==> src/rtl/count_shifter_grs_param.sv <==
// count_shifter_grs_param: multi-bit-per-cycle mantissa count/shift unit.
// Right-aligns with guard/round/sticky collection, left-shifts by a count,
// or normalises left until the MSB is set, under a Start/Busy/Done handshake.
//
// state | meaning
// IDLE  | waiting for Start, results held
// LOAD  | operand captured, decide whether any shifting is needed
// SHIFT | shift up to STEP positions per cycle
// DONE  | one-cycle result-valid pulse, Start accepted back-to-back
module count_shifter_grs_param #(
  parameter int WIDTH = 24,
  parameter int CNT_W = 8,
  parameter int STEP  = 1
) (
  input  logic             Clk,
  input  logic             Clear,
  input  logic             Start,
  input  logic [1:0]       Mode,
  input  logic [CNT_W-1:0] Count,
  input  logic [WIDTH-1:0] Data,
  output logic             Busy,
  output logic             Done,
  output logic [WIDTH-1:0] Result,
  output logic             Guard,
  output logic             Round,
  output logic             Sticky,
  output logic [CNT_W-1:0] Shift_amt
);

  // X holds {A, G, R}; the two extra bits sit below the mantissa LSB.
  localparam int XW = WIDTH + 2;
  localparam logic [CNT_W-1:0] C_SAT   = CNT_W'(XW);
  localparam logic [CNT_W-1:0] C_STEP  = CNT_W'(STEP);
  localparam logic [CNT_W-1:0] C_WIDTH = CNT_W'(WIDTH);

  typedef enum logic [1:0] {
    ST_IDLE  = 2'b00,
    ST_LOAD  = 2'b01,
    ST_SHIFT = 2'b10,
    ST_DONE  = 2'b11
  } state_t;

  state_t           r_state;
  state_t           w_state_nxt;

  logic [XW-1:0]    r_x;
  logic             r_s;
  logic [CNT_W-1:0] r_rem;
  logic [CNT_W-1:0] r_shift_amt;
  logic [1:0]       r_mode;

  logic [WIDTH-1:0] r_result;
  logic             r_guard;
  logic             r_round;
  logic             r_sticky;

  logic             w_start_ok;
  logic             w_norm;
  logic             w_left;
  logic [CNT_W-1:0] w_k_lin;
  logic [CNT_W-1:0] w_lz;
  logic             w_seen;
  logic [CNT_W-1:0] w_room;
  logic [CNT_W-1:0] w_k_norm;
  logic [XW-1:0]    w_x_nxt;
  logic             w_s_nxt;
  logic [CNT_W-1:0] w_rem_nxt;
  logic [CNT_W-1:0] w_amt_nxt;
  logic             w_exit;
  logic [CNT_W-1:0] w_rem_load;

  assign w_start_ok = Start && ((r_state == ST_IDLE) || (r_state == ST_DONE));
  assign w_norm     = (r_mode == 2'b10);
  assign w_left     = (r_mode == 2'b01);

  // Right shifts beyond the full X width only feed sticky, so they are clamped.
  assign w_rem_load = (Mode == 2'b01) ? Count :
                      (Mode == 2'b10) ? '0 :
                      ((Count > C_SAT) ? C_SAT : Count);

  // One SHIFT cycle of datapath: step size, shifted X, sticky and counters.
  always_comb begin
    w_k_lin = (r_rem < C_STEP) ? r_rem : C_STEP;

    w_lz   = '0;
    w_seen = 1'b0;
    for (int j = 0; j < STEP; j++) begin
      if (!w_seen && !r_x[XW-1-j]) begin
        w_lz = w_lz + CNT_W'(1);
      end else begin
        w_seen = 1'b1;
      end
    end
    // An all-zero operand must stop exactly at WIDTH positions.
    w_room   = C_WIDTH - r_shift_amt;
    w_k_norm = (w_lz < w_room) ? w_lz : w_room;

    w_x_nxt   = r_x;
    w_s_nxt   = r_s;
    w_rem_nxt = r_rem;
    w_amt_nxt = r_shift_amt;
    w_exit    = 1'b0;

    if (w_norm) begin
      w_x_nxt   = r_x << w_k_norm;
      w_amt_nxt = r_shift_amt + w_k_norm;
      w_exit    = w_x_nxt[XW-1] || (w_amt_nxt == C_WIDTH);
    end else if (w_left) begin
      w_x_nxt   = r_x << w_k_lin;
      w_rem_nxt = r_rem - w_k_lin;
      w_amt_nxt = r_shift_amt + w_k_lin;
      w_exit    = (w_rem_nxt == '0);
    end else begin
      w_x_nxt   = r_x >> w_k_lin;
      w_s_nxt   = r_s | (|(r_x & ~({XW{1'b1}} << w_k_lin)));
      w_rem_nxt = r_rem - w_k_lin;
      w_amt_nxt = r_shift_amt + w_k_lin;
      w_exit    = (w_rem_nxt == '0);
    end
  end

  // State register.
  always_ff @(posedge Clk or negedge Clear) begin
    if (!Clear) begin
      r_state <= ST_IDLE;
    end else begin
      r_state <= w_state_nxt;
    end
  end

  // Next-state logic; normalise always takes at least one SHIFT cycle.
  always_comb begin
    w_state_nxt = r_state;
    case (r_state)
      ST_IDLE: begin
        if (w_start_ok) w_state_nxt = ST_LOAD;
      end
      ST_LOAD: begin
        if (w_norm || (r_rem != '0)) w_state_nxt = ST_SHIFT;
        else                         w_state_nxt = ST_DONE;
      end
      ST_SHIFT: begin
        if (w_exit) w_state_nxt = ST_DONE;
      end
      ST_DONE: begin
        if (w_start_ok) w_state_nxt = ST_LOAD;
        else            w_state_nxt = ST_IDLE;
      end
      default: w_state_nxt = ST_IDLE;
    endcase
  end

  // Working registers: load on an accepted Start, advance in SHIFT.
  always_ff @(posedge Clk or negedge Clear) begin
    if (!Clear) begin
      r_x         <= '0;
      r_s         <= 1'b0;
      r_rem       <= '0;
      r_shift_amt <= '0;
      r_mode      <= 2'b00;
    end else if (w_start_ok) begin
      r_x         <= {Data, 2'b00};
      r_s         <= 1'b0;
      r_rem       <= w_rem_load;
      r_shift_amt <= '0;
      r_mode      <= Mode;
    end else if (r_state == ST_SHIFT) begin
      r_x         <= w_x_nxt;
      r_s         <= w_s_nxt;
      r_rem       <= w_rem_nxt;
      r_shift_amt <= w_amt_nxt;
    end
  end

  // Result registers capture the final X on the way into DONE and hold it.
  always_ff @(posedge Clk or negedge Clear) begin
    if (!Clear) begin
      r_result <= '0;
      r_guard  <= 1'b0;
      r_round  <= 1'b0;
      r_sticky <= 1'b0;
    end else if ((r_state == ST_LOAD) && (w_state_nxt == ST_DONE)) begin
      r_result <= r_x[XW-1:2];
      r_guard  <= r_x[1];
      r_round  <= r_x[0];
      r_sticky <= r_s;
    end else if ((r_state == ST_SHIFT) && w_exit) begin
      r_result <= w_x_nxt[XW-1:2];
      r_guard  <= w_x_nxt[1];
      r_round  <= w_x_nxt[0];
      r_sticky <= w_s_nxt;
    end
  end

  assign Busy      = (r_state == ST_LOAD) || (r_state == ST_SHIFT);
  assign Done      = (r_state == ST_DONE);
  assign Result    = r_result;
  assign Guard     = r_guard;
  assign Round     = r_round;
  assign Sticky    = r_sticky;
  assign Shift_amt = r_shift_amt;

endmodule

==> config.mk <==
export PLATFORM = sky130hd
export DESIGN_NAME = count_shifter_grs_param
export DESIGN_NICKNAME = d
export VERILOG_FILES = /design/src/rtl/count_shifter_grs_param.sv
export SDC_FILE = /design/constraint.sdc
export NUM_CORES = 1
export LEC_CHECK = 0
export ABC_CLOCK_PERIOD_IN_PS = 5680
export BUFFER_PORTS_ARGS = -buffer_cell sky130_fd_sc_hd__buf_2
export CAP_MARGIN = 20
export CORE_ASPECT_RATIO = 1.2
export CORE_MARGIN = 2
export CORE_UTILIZATION = 58
export CTS_BUF_LIST = sky130_fd_sc_hd__clkbuf_8 sky130_fd_sc_hd__clkbuf_16
export DETAILED_ROUTE_END_ITERATION = 8
export PLACE_DENSITY = 0.81
export SLEW_MARGIN = 30
export SYNTH_ARGS = -nofsm -noshare
export SYNTH_HDL_FRONTEND = slang
export SYNTH_SLANG_ARGS = --single-unit
==> constraint.sdc <==
create_clock -name Clk -period 5.68 [get_ports Clk]
set_input_delay 1.704 -clock Clk [delete_from_list [all_inputs] [get_ports Clk]]
set_output_delay 1.704 -clock Clk [all_outputs]
set_load 0.02 [all_outputs]
==> results by group <==
Logic synthesis
  • Synth warn: 0
  • Top-count cell post-synth: nand2_1
  • Cell variety after synth: 67
  • Synth top area cells: dfrtp_1 37%, mux2i_1 11%, nand2_1 6.1%, o21ai_0 6.0%, ha_1 5.0%
  • Synth cell count leaders: 82 x nand2_1, 74 x dfrtp_1, 60 x o21ai_0, 53 x mux2i_1, 47 x a21oi_1
  • Area of the mapped netlist: 5040 sq um
  • Area leader, netlist: dfrtp_1
  • Yosys reg bits: 74
  • Asr flop ratio synth: 1.00
  • Prevailing post-synth register cell: dfrtp_1
  • Seq/Total Area, Yosys: 0.367
  • Share of the synthesized area in the top cell type: 0.367
  • Avg Synthesized Cell Area: between 8 and 9 sq um
  • Synth Instances: approximately 600
  • Post-synth EDFFs: 0

Floorplanning
  • Die Y-Extent: 106 um
  • Total die area: roughly 9500 sq um
  • IO Count: between 70 and 80
  • Area of the core: approximately 8500 sq um
  • # rows: 37
  • Initial Util: 0.592
  • DIE WIDTH: 89.1 um

Route
  • TritonRoute pass-1 iters: 5
  • DRT Wirelength: 12.6 mm
  • Remaining DRCs: 0
  • DR iter-0 viols: between 200 and 300
  • ANT nets after route: 0
  • Post-DR wirelength/cell: ~16 um
  • Detailed-route via count: 4669
  • Via density: 5.96

Min path
  • Hold_sp: r_s$_DFFE_PN0P_
  • Worst Hold Endpoint: r_s$_DFFE_PN0P_
  • Hold Path Class: reg -> reg
  • Hold path cells: 2

Timing
  • Rel. slew slack: 0.466
  • Worst-margin pin slew: approximately 0.8 ns
  • Final Setup Violations: 0
  • Final period util: 0.906
  • Final Max Slew Viols: 0
  • Setup TNS: 0 ns
  • Hold Fails Final Rpt: 0
  • RSZ-0062 raised after global routing: no
  • Fmax: about 0.19 GHz
  • Fin crit period: 5.15 ns
  • Worst clock skew: a little under 0.006 ns

Power
  • Combinational Power Share: 0.601
  • Maximum VDD drop: between 0.3 and 0.4 mV
  • P_int: around 1900 uW
  • Clock power frac: 0.103
  • Sequential share of power: 0.295
  • Pwr Density: roughly 670 nW/um^2
  • NetSw: 1900 uW
  • P_leak: 0.00254 uW
  • Net Sw Frac: 0.501

Worst setup path
  • Worst reg2reg path depth: 19
  • CP required: between 5 and 6 ns
  • Data arrival, critical path: about 5.4 ns
  • R2r startpoint: Shift_amt[0]$_DFFE_PN0P_
  • R2R setup slack: approximately 0.53 ns
  • Crit path launch type: flip-flop
  • Worst r2r dst: Round$_DFFE_PN0P_
  • Setup crit end kind: flip-flop
  • CP Max Fanout: 31
  • Kind of critical path: reg -> reg

Global routing
  • First-pass GRT wire length: between 20 and 25 mm
  • Antenna violations before repair: 0
  • Largest net degree at the start of global routing: 75
  • Overflow after GRT: 0
  • Total GRT Usage: 0.285
  • Vias in the first global route: about 4600

Clocking
  • H-tree depth: 3
  • Clock Latency Late Sink: approximately 0.36 ns
  • Hold-fix buffers, CTS: 0
  • CTS Sinks: 74
  • Clock slew at reported path FFs: about 0.080 ns
  • Post_cts resized: 0
  • Post-CTS Setup Bufs: 0
  • CTS tree: done
  • CTS max path bufs: 2
  • Root buffer cell: clkbuf_8
  • CTS Buf Count: 9

Place
  • Placed Area: roughly 5500 sq um
  • IO buf count: 73
  • Hpwl dp: slightly above 8 mm
  • Routability cong.: 0.925

Finish
  • Post-layout nets: 720
  • Diodes inserted: 0
  • Share of cells above drive strength 1: 0.166
  • Layout area overhead: 13.2%
  • Non-Filler Cell Area, Final: 5710 sq um

Outcome
  • Status: complete, no violations

Flow run
  • Maximum capacitance violations: 0
## final cells by class
class	count	area, sq um
fillers	759	2810
flip-flops and latches	74	1850
clock buffers	12	165
well taps	117	146
repair buffers	80	437
inverters	41	154
clock inverters	4	18.8
multi-input cells	456	2940
## sequential cells by signal, indices dropped and copies added (netlist names)
| signal | cells |
|---|---|
| r_rem | 8 |
| r_s | 1 |
| Round | 1 |
| Guard | 1 |
| Sticky | 1 |
| r_state | 2 |
| Shift_amt | 8 |
| Result | 24 |
| r_mode | 2 |
| r_x | 26 |
## power by group through the flow
stage,Sequential [uW],Clock [uW],Combinational (uW)
final,1120,392,2280
after detailed placement,1120,0,2250
after global routing,1160,422,2550
after global placement,1110,0,2170
after floorplan,1160,0,1640
after CTS,1110,395,2270
## per-layer routing
metal / share of wire / wire length [um] / up-vias / track usage
met2: 0.50 / 6260 / 180 / 0.462
li1: - / - / 2239 / -
met1: 0.43 / 5390 / 2216 / 0.371
met3: 0.055 / 693 / 34 / 0.0567
met4: 0.024 / 299 / 0 / 0.108
met5: 0 / 0 / - / 0
## metrics by stage
step	utilization	power (uW)	cells	hold WS, ns	worst slack, ns
after floorplan	-	2800	607	0.464	1.28
after global placement	0.648	3280	768	0.479	0.746
after detailed placement	0.648	3370	768	0.492	0.603
after CTS	0.669	3780	784	0.520	0.584
after global routing	0.670	4130	784	0.558	0.0259
final	0.670	3800	784	0.515	0.532
## cells by family after synthesis
group / after synthesis / synth area share
compound gates: 197 / 0.238
xor+xnor: 12 / 0.0208
fa+ha+maj: 21 / 0.0536
buf+inv: 77 / 0.0645
flops: 74 / 0.367
mux: 55 / 0.110
other cells: 1 / 0.000744
simple gates: 159 / 0.145
## worst max path at each step
stage / start / to / depth (start not counted)
after global routing: Shift_amt[0]$_DFFE_PN0P_ / Round$_DFFE_PN0P_ / 20
after detailed placement: Shift_amt[0]$_DFFE_PN0P_ / Round$_DFFE_PN0P_ / 19
after floorplan: Shift_amt[0]$_DFFE_PN0P_ / Sticky$_DFFE_PN0P_ / 21
after global placement: Shift_amt[0]$_DFFE_PN0P_ / Round$_DFFE_PN0P_ / 19
final: Shift_amt[0]$_DFFE_PN0P_ / Round$_DFFE_PN0P_ / 19
after CTS: Shift_amt[0]$_DFFE_PN0P_ / Round$_DFFE_PN0P_ / 19
## critical path: stages, from the launching register on
cell and delay, ns:
dfrtp_1 0.56, inv_1 0.13, ha_1 0.26, or4b_1 0.52, o21ai_0 0.09, a21oi_1 0.12, a311oi_4 0.54, o21ai_0 0.16
ha_1 0.23, nand3_1 0.12, and3_1 0.16, a22oi_1 0.09, a211oi_1 0.22, mux2i_1 0.14, a2111oi_2 0.39, a211oi_2 0.14
o22ai_4 0.61, buf_4 0.37, o21ai_0 0.12, o21ai_0 0.08
## cell usage in the layout, fill, tap and decap left out, drive strengths merged, types with 2 or more instances in the layout
master,netlist,final
and2,2,2
nor3,12,12
o211ai,2,2
o21ai,75,75
a31oi,5,5
mux2i,53,53
a2111oi,2,2
clkbuf,25,12
nand2b,6,6
o22ai,26,26
nand3,6,6
a21oi,47,47
nand2,82,82
mux2,2,2
o21bai,2,2
nor2,29,29
ha,20,20
o31ai,2,2
dfrtp,74,74
nor4,2,2
xnor2,8,8
a21o,3,3
nor2b,8,8
and3,2,2
a311oi,4,4
xor2,4,4
a22o,4,4
inv,41,44
conb,1,12
or2,3,3
a211oi,5,5
buf,11,80
o311ai,2,2
a22oi,5,5
No activity file was read; power rests on OpenSTA's default activity.
